`src/rtl/flag_stack.sv`:
```
// flag_stack: condition-flag register with a save/restore LIFO.
// Holds FLAG_W selectively writable flags and a DEPTH-entry stack for
// interrupt entry/return and call/return. Optional macro FLAG_STACK_ERR_EN
// adds a sticky overflow/underflow error flag; otherwise err is tied to 0.
module flag_stack #(
  parameter int FLAG_W = 3,
  parameter int DEPTH  = 4,
  parameter int SP_W   = $clog2(DEPTH + 1)
) (
  input  logic              clk,
  input  logic              rst,
  input  logic [FLAG_W-1:0] flag_sel,
  input  logic [FLAG_W-1:0] flag_val,
  input  logic              push,
  input  logic              pop,
  output logic [FLAG_W-1:0] flag_out,
  output logic [SP_W-1:0]   sp,
  output logic              empty,
  output logic              full,
  output logic              err
);

  // Per-bit selective update of the current flag vector.
  function automatic logic [FLAG_W-1:0] merge_flags(
    input logic [FLAG_W-1:0] cur,
    input logic [FLAG_W-1:0] sel,
    input logic [FLAG_W-1:0] val
  );
    return (cur & ~sel) | (val & sel);
  endfunction

  logic [FLAG_W-1:0] flag_p0;
  logic [SP_W-1:0]   sp_p0;
  logic [FLAG_W-1:0] stack_p0 [DEPTH];

  logic [SP_W-1:0]   top_idx;
  logic [SP_W-1:0]   wr_idx;
  logic [FLAG_W-1:0] rd_top;
  logic [FLAG_W-1:0] flag_nxt;
  logic [SP_W-1:0]   sp_nxt;
  logic              is_empty;
  logic              is_full;
  logic              do_push;
  logic              do_pop;
  logic              do_xchg;
  logic              stk_we;

  assign is_empty = (sp_p0 == '0);
  assign is_full  = (sp_p0 == SP_W'(DEPTH));
  assign top_idx  = sp_p0 - SP_W'(1);

  // A push+pop on an empty stack degenerates into a plain push.
  assign do_xchg = push && pop && !is_empty;
  assign do_push = push && (!pop || is_empty) && !is_full;
  assign do_pop  = pop && !push && !is_empty;
  assign stk_we  = do_push || do_xchg;
  assign wr_idx  = do_xchg ? top_idx : sp_p0;

  // Combinational read of the top-of-stack entry; sp guards validity.
  always_comb begin
    rd_top = '0;
    for (int i = 0; i < DEPTH; i++) begin
      if (top_idx == SP_W'(i)) rd_top = stack_p0[i];
    end
  end

  // Next flag vector and occupancy from the {push, pop} decode.
  always_comb begin
    flag_nxt = merge_flags(flag_p0, flag_sel, flag_val);
    sp_nxt   = sp_p0;
    if (do_pop || do_xchg) flag_nxt = rd_top;
    if (do_push)           sp_nxt   = sp_p0 + SP_W'(1);
    else if (do_pop)       sp_nxt   = sp_p0 - SP_W'(1);
  end

  // Flag register and occupancy count.
  always_ff @(posedge clk) begin
    if (rst) begin
      flag_p0 <= '0;
      sp_p0   <= '0;
    end else begin
      flag_p0 <= flag_nxt;
      sp_p0   <= sp_nxt;
    end
  end

  // Stack storage is never reset; the pre-edge flag vector is saved.
  always_ff @(posedge clk) begin
    for (int i = 0; i < DEPTH; i++) begin
      if (!rst && stk_we && (wr_idx == SP_W'(i))) stack_p0[i] <= flag_p0;
    end
  end

`ifdef FLAG_STACK_ERR_EN
  logic err_p0;
  logic overflow;
  logic underflow;

  assign overflow  = push && !pop && is_full;
  assign underflow = pop && !push && is_empty;

  // Sticky error, cleared only by reset.
  always_ff @(posedge clk) begin
    if (rst)                         err_p0 <= 1'b0;
    else if (overflow || underflow)  err_p0 <= 1'b1;
  end

  assign err = err_p0;
`else
  assign err = 1'b0;
`endif

  assign flag_out = flag_p0;
  assign sp       = sp_p0;
  assign empty    = is_empty;
  assign full     = is_full;

endmodule

```
`config.mk`:
```
export PLATFORM = sky130hd
export DESIGN_NAME = flag_stack
export DESIGN_NICKNAME = d
export VERILOG_FILES = /design/src/rtl/flag_stack.sv
export SDC_FILE = /design/constraint.sdc
export NUM_CORES = 1
export LEC_CHECK = 0
export CAP_MARGIN = 25
export CORE_AREA = 5 5 66 68
export DETAILED_ROUTE_END_ITERATION = 10
export DIE_AREA = 0 0 71 73
export GPL_TIMING_DRIVEN = 0
export PLACE_DENSITY = 0.57
export SLEW_MARGIN = 15
export SYNTH_ARGS = -nofsm -noshare
export SYNTH_HDL_FRONTEND = slang
export SYNTH_SLANG_ARGS = --single-unit
```
`constraint.sdc`:
```
create_clock -name clk -period 3.85 [get_ports clk]
set_clock_uncertainty 0.1 [all_clocks]
set_input_delay 0.77 -clock clk [delete_from_list [all_inputs] [get_ports clk]]
set_output_delay 0.77 -clock clk [all_outputs]
set_load 0.05 [all_outputs]
```
==> Word level (Yosys, flattened, before mapping) <==
Memories as Yosys holds them, arrays and structs flattened.
Index checks and enable logic that the tools add are counted.
{ "totals": {"regBits": 6, "ram_bits": 12, "inputBits": 10, "output_inout_bits": 9, "elab_cells": 67, "n_memories": 1} }
{ "op_classes": {"n_addsub": 2, "eq_ne": 7, "mux": 25, "bitwise_logic": 4, "n_reduce_logical": 26} }
{ "mem_list": {"columns": ["memory", "words", "word_bits", "rd", "rd_clocked_by_memory_dff", "write_ports", "line_no", "source"], "rows": [
  ["stack_p0", 4, 3, 4, 0, 1, "34", "logic [FLAG_W-1:0] stack_p0 [DEPTH];"]
]} }
{ "ops": {"columns": ["op", "n"], "rows": [
  ["$mux W3", 11],
  ["$eq A3 B2 Y1 const B", 4],
  ["$logic_and A1 B1 Y1", 11],
  ["$mux W1", 11],
  ["$logic_not A3 Y1", 3],
  ["$reduce_or A3 Y1", 3],
  ["$and A3 B3 Y3", 2],
  ["$eq A3 B1 Y1 const B", 2],
  ["$mux W2", 3],
  ["$logic_not A1 Y1", 5],
  ["$add A3 B1 Y3 const B", 1],
  ["$eq A3 B3 Y1 const B", 1],
  ["$logic_or A1 B1 Y1", 3],
  ["$not A3 Y3", 1],
  ["$or A3 B3 Y3", 1],
  ["$sub A3 B1 Y3 const B", 1],
  ["$reduce_bool A2 Y1", 1]
]} }

==> Depth between registers and ports, before layout <==
{ "depth": {"word_depth": 13, "ltp_mapped": 7, "mapped_depth_nobuf": 6} }

==> Worst setup path after synthesis <==
Ideal clock, no wire load.
{ "synth_timing": {"path_kind": "flip-flop to output port", "from": "register sp_p0[0], in the netlist sp[0]", "to": "output full", "arrival_ns": 1.753, "required_ns": 2.980, "setup_slack_ns": 1.227, "stages_incl_launch_ff": 5, "n_path_buf": 1, "path_cell_list": "dfxtp_1 > inv_1 > ha_1 > buf_2 > and2_1"} }
{ "synth_via": {"elab_chain_len": 1} }
{ "synth_lines": {"columns": ["element", "line_no", "source"], "rows": [
  ["start, declared", "33", "logic [SP_W-1:0] sp_p0;"],
  ["start signal, assigned", "83", "sp_p0 <= sp_nxt;"],
  ["$eq A3 B3 Y1", "49", "assign is_full = (sp_p0 == SP_W'(DEPTH));"],
  ["end, declared", "19", "output logic full,"]
]} }
No other way between the ends.

==> Worst setup path in the final report <==
Ends and elaborated chain as after synthesis.

==> flow_metrics.py <==
metrics = {
    "flow_run": {
        "max-cap-violations": 0,
    },
    "power_and_ir_drop": {
        "powerDensity_mw_per_mm2": 717,
        "max-vdd-ir-drop_mv": 0.147,
        "leakagePower_nw": 0.485,
    },
    "place": {
        "place_area_mm2": 0.00130,
        "io_buffers": 17,
        "dp.final_hpwl_mm": 1.77,
        "place_ws_ns": 0.943,
        "gp_congestion": 0.809,
    },
    "routing": {
        "ant_nets": 0,
        "avgViaCountPerCell": 4.67,
        "drtIter0Drc": 88,
        "vias": 840,
        "drtPass1Iterations": 4,
        "drc_errors": 0,
        "routedWlPerCell_um": 13.4,
        "drt-total-wl_mm": 2.40,
    },
    "logic_synthesis": {
        "ys_ff_latch": 18,
        "yosysSeqAreaShare_pct": 45.0,
        "synth_top_area_share_pct": 33.8,
        "synth_ff_type": "edfxtp_1",
        "synth_area_per_cell_um2": 9.79,
        "synth_edf_count": 12,
        "synth_cells": 109,
        "synth_common_cells": "edfxtp_1 (12), nor2_1 (9), a21oi_1 (8), nand2_1 (8), nand3_1 (7)",
        "ys_top_cells_by_area": "edfxtp_1 (34%), dfxtp_1 (11%), ha_1 (7.0%)",
        "synth.net_count": 125,
        "yosys_warnings": 0,
        "ys_types": 32,
        "yosysMostFrequentCell": "edfxtp_1",
        "synth_area_mm2": 0.00107,
        "async_flop_share_pct": 0,
        "yosys.area.top_type": "edfxtp_1",
    },
    "worst_setup_path": {
        "crit_chain": "inv_1 > ha_1 > buf_2 > and2_1 > clkdlybuf4s50_1",
        "critPathSlowestCell": "clkdlybuf4s50_1",
        "crit_path_start_kind": "flip-flop",
        "cp-end-kind": "output port",
        "critical_path_class": "flip-flop to output port",
        "crit_start": "sp[0]",
        "r2r-start": "sp[0]",
        "slowest_delay_ns": 0.69,
        "cp_max_fo": 10,
        "crit_required_ns": 2.98,
        "worstPathArrival_ns": 2.33,
    },
    "timing": {
        "final.min_clock_period_ns": 3.20,
        "slew_viol_final": 0,
        "setup_slack_ns": 0.653,
        "fin_crit_sh_pct": 83.0,
        "tightest_slew_ns": 0.504,
        "rsz0062_at_grt": "no",
        "final_hold_viol_count": 0,
        "setup_viol": 0,
        "max_slew_margin_pct": 66.3,
        "tns_ns": 0,
        "fmax_mhz": 313,
        "holdWs_ns": 0.460,
    },
    "cts": {
        "insertion_delay_ns": 0.26,
        "path_clk_slew_ns": 0.07,
        "hold_buffers": 0,
        "cts_resized": 0,
        "cts_setup_buffers": 0,
        "cts-root-buf": "clkbuf_8",
        "cts_tree": "built",
        "clock_path_buffers": 2,
        "numCtsBuffers": 3,
        "htree_levels": 1,
        "cts_sinks": 18,
    },
    "grt": {
        "grt_overflow": 0,
        "grt_max_degree": 11,
        "grt_pass1_wl_mm": 4.08,
        "grt_use_total_pct": 10.1,
        "grt_pass1_vias": 821,
        "antenna_found_initial": 0,
    },
    "floorplanning": {
        "core_area_mm2": 0.00380,
        "rows": 23,
        "ioPinCount": 19,
        "start_util_pct": 28.1,
        "die_h_um": 73,
        "dieArea_mm2": 0.00518,
        "die_x_um": 71,
    },
    "layout": {
        "drive_gt1_share_pct": 8.46,
        "diodes": 0,
        "final_nets": 147,
        "post-route-util_pct": 35.4,
        "fin_area_mm2": 0.00135,
        "area_growth_pct": 26.0,
    },
    "status": {
        "status": "complete, no violations",
    },
    "min_path": {
        "min_path_type": "flip-flop to flip-flop",
    },
}
## where the power goes
part           switching, W  internal (W)  total [W]
Clock             0.0000651     0.0000709   0.000136
Combinational      0.000332      0.000187   0.000519
Sequential        0.0000521      0.000257   0.000309
Total              0.000449      0.000516   0.000965
## critical path, delay by kind of cell (launching register included)
kind,cells,cell delay [ns]
AND/OR/NAND/NOR,1,0.17
buffers and inverters,3,1.09
adder cells (fa/ha/maj),1,0.25
flip-flops,1,0.56
## per-stage QoR
| stage | instances | power, W |
|---|---|---|
| floorplan | 109 | 0.000680 |
| global placement | 176 | 0.000829 |
| detailed placement | 176 | 0.000834 |
| CTS | 180 | 0.000971 |
| global route | 180 | 0.00103 |
| finish | 180 | 0.000965 |
## cell families after synthesis
group | after synthesis | share of synthesized area (%)
flops | 18 | 45.0
simple gates | 38 | 17.9
fa+ha+maj | 6 | 7.03
compound gates | 29 | 17.9
xor+xnor | 3 | 2.46
mux | 5 | 4.69
buf+inv | 9 | 4.57
other cells | 1 | 0.351
## cells in the final DEF (no fill, tap or decap), types with 5 or more instances in the layout
cell type / instances
ha_1: 6
nand3_1: 7
nand2b_1: 5
a21oi_1: 8
mux2i_1: 5
clkdlybuf4s50_1: 17
edfxtp_1: 12
dfxtp_1: 6
nor2_1: 9
o21ai_0: 6
nand2_1: 8
## cell type report
cell class,instances,area (µm²)
fill,393,2450
tap,50,62.6
clock buffer,3,41.3
timing repair buffer,17,170
inverter,4,15.0
clock inverter,1,3.75
buffer,5,33.8
multi-input combinational,82,538
sequential,18,480
## path summary, 6_finish.rpt
path,end,slack (ns),cells past startpoint
max,full,0.65,5
min,stack_p0[3][2],0.46,0
max reg2reg,stack_p0[2][2],1.49,6
min reg2reg,stack_p0[3][2],0.46,0
## per-layer routing
metal  part of all wire [%]  global-route usage, %
met4                    2.0                   4.38
met3                    4.7                   3.17
met5                      0                      0
met1                     49                   13.4
met2                     44                   15.2
No activity file was read; power rests on OpenSTA's default activity.
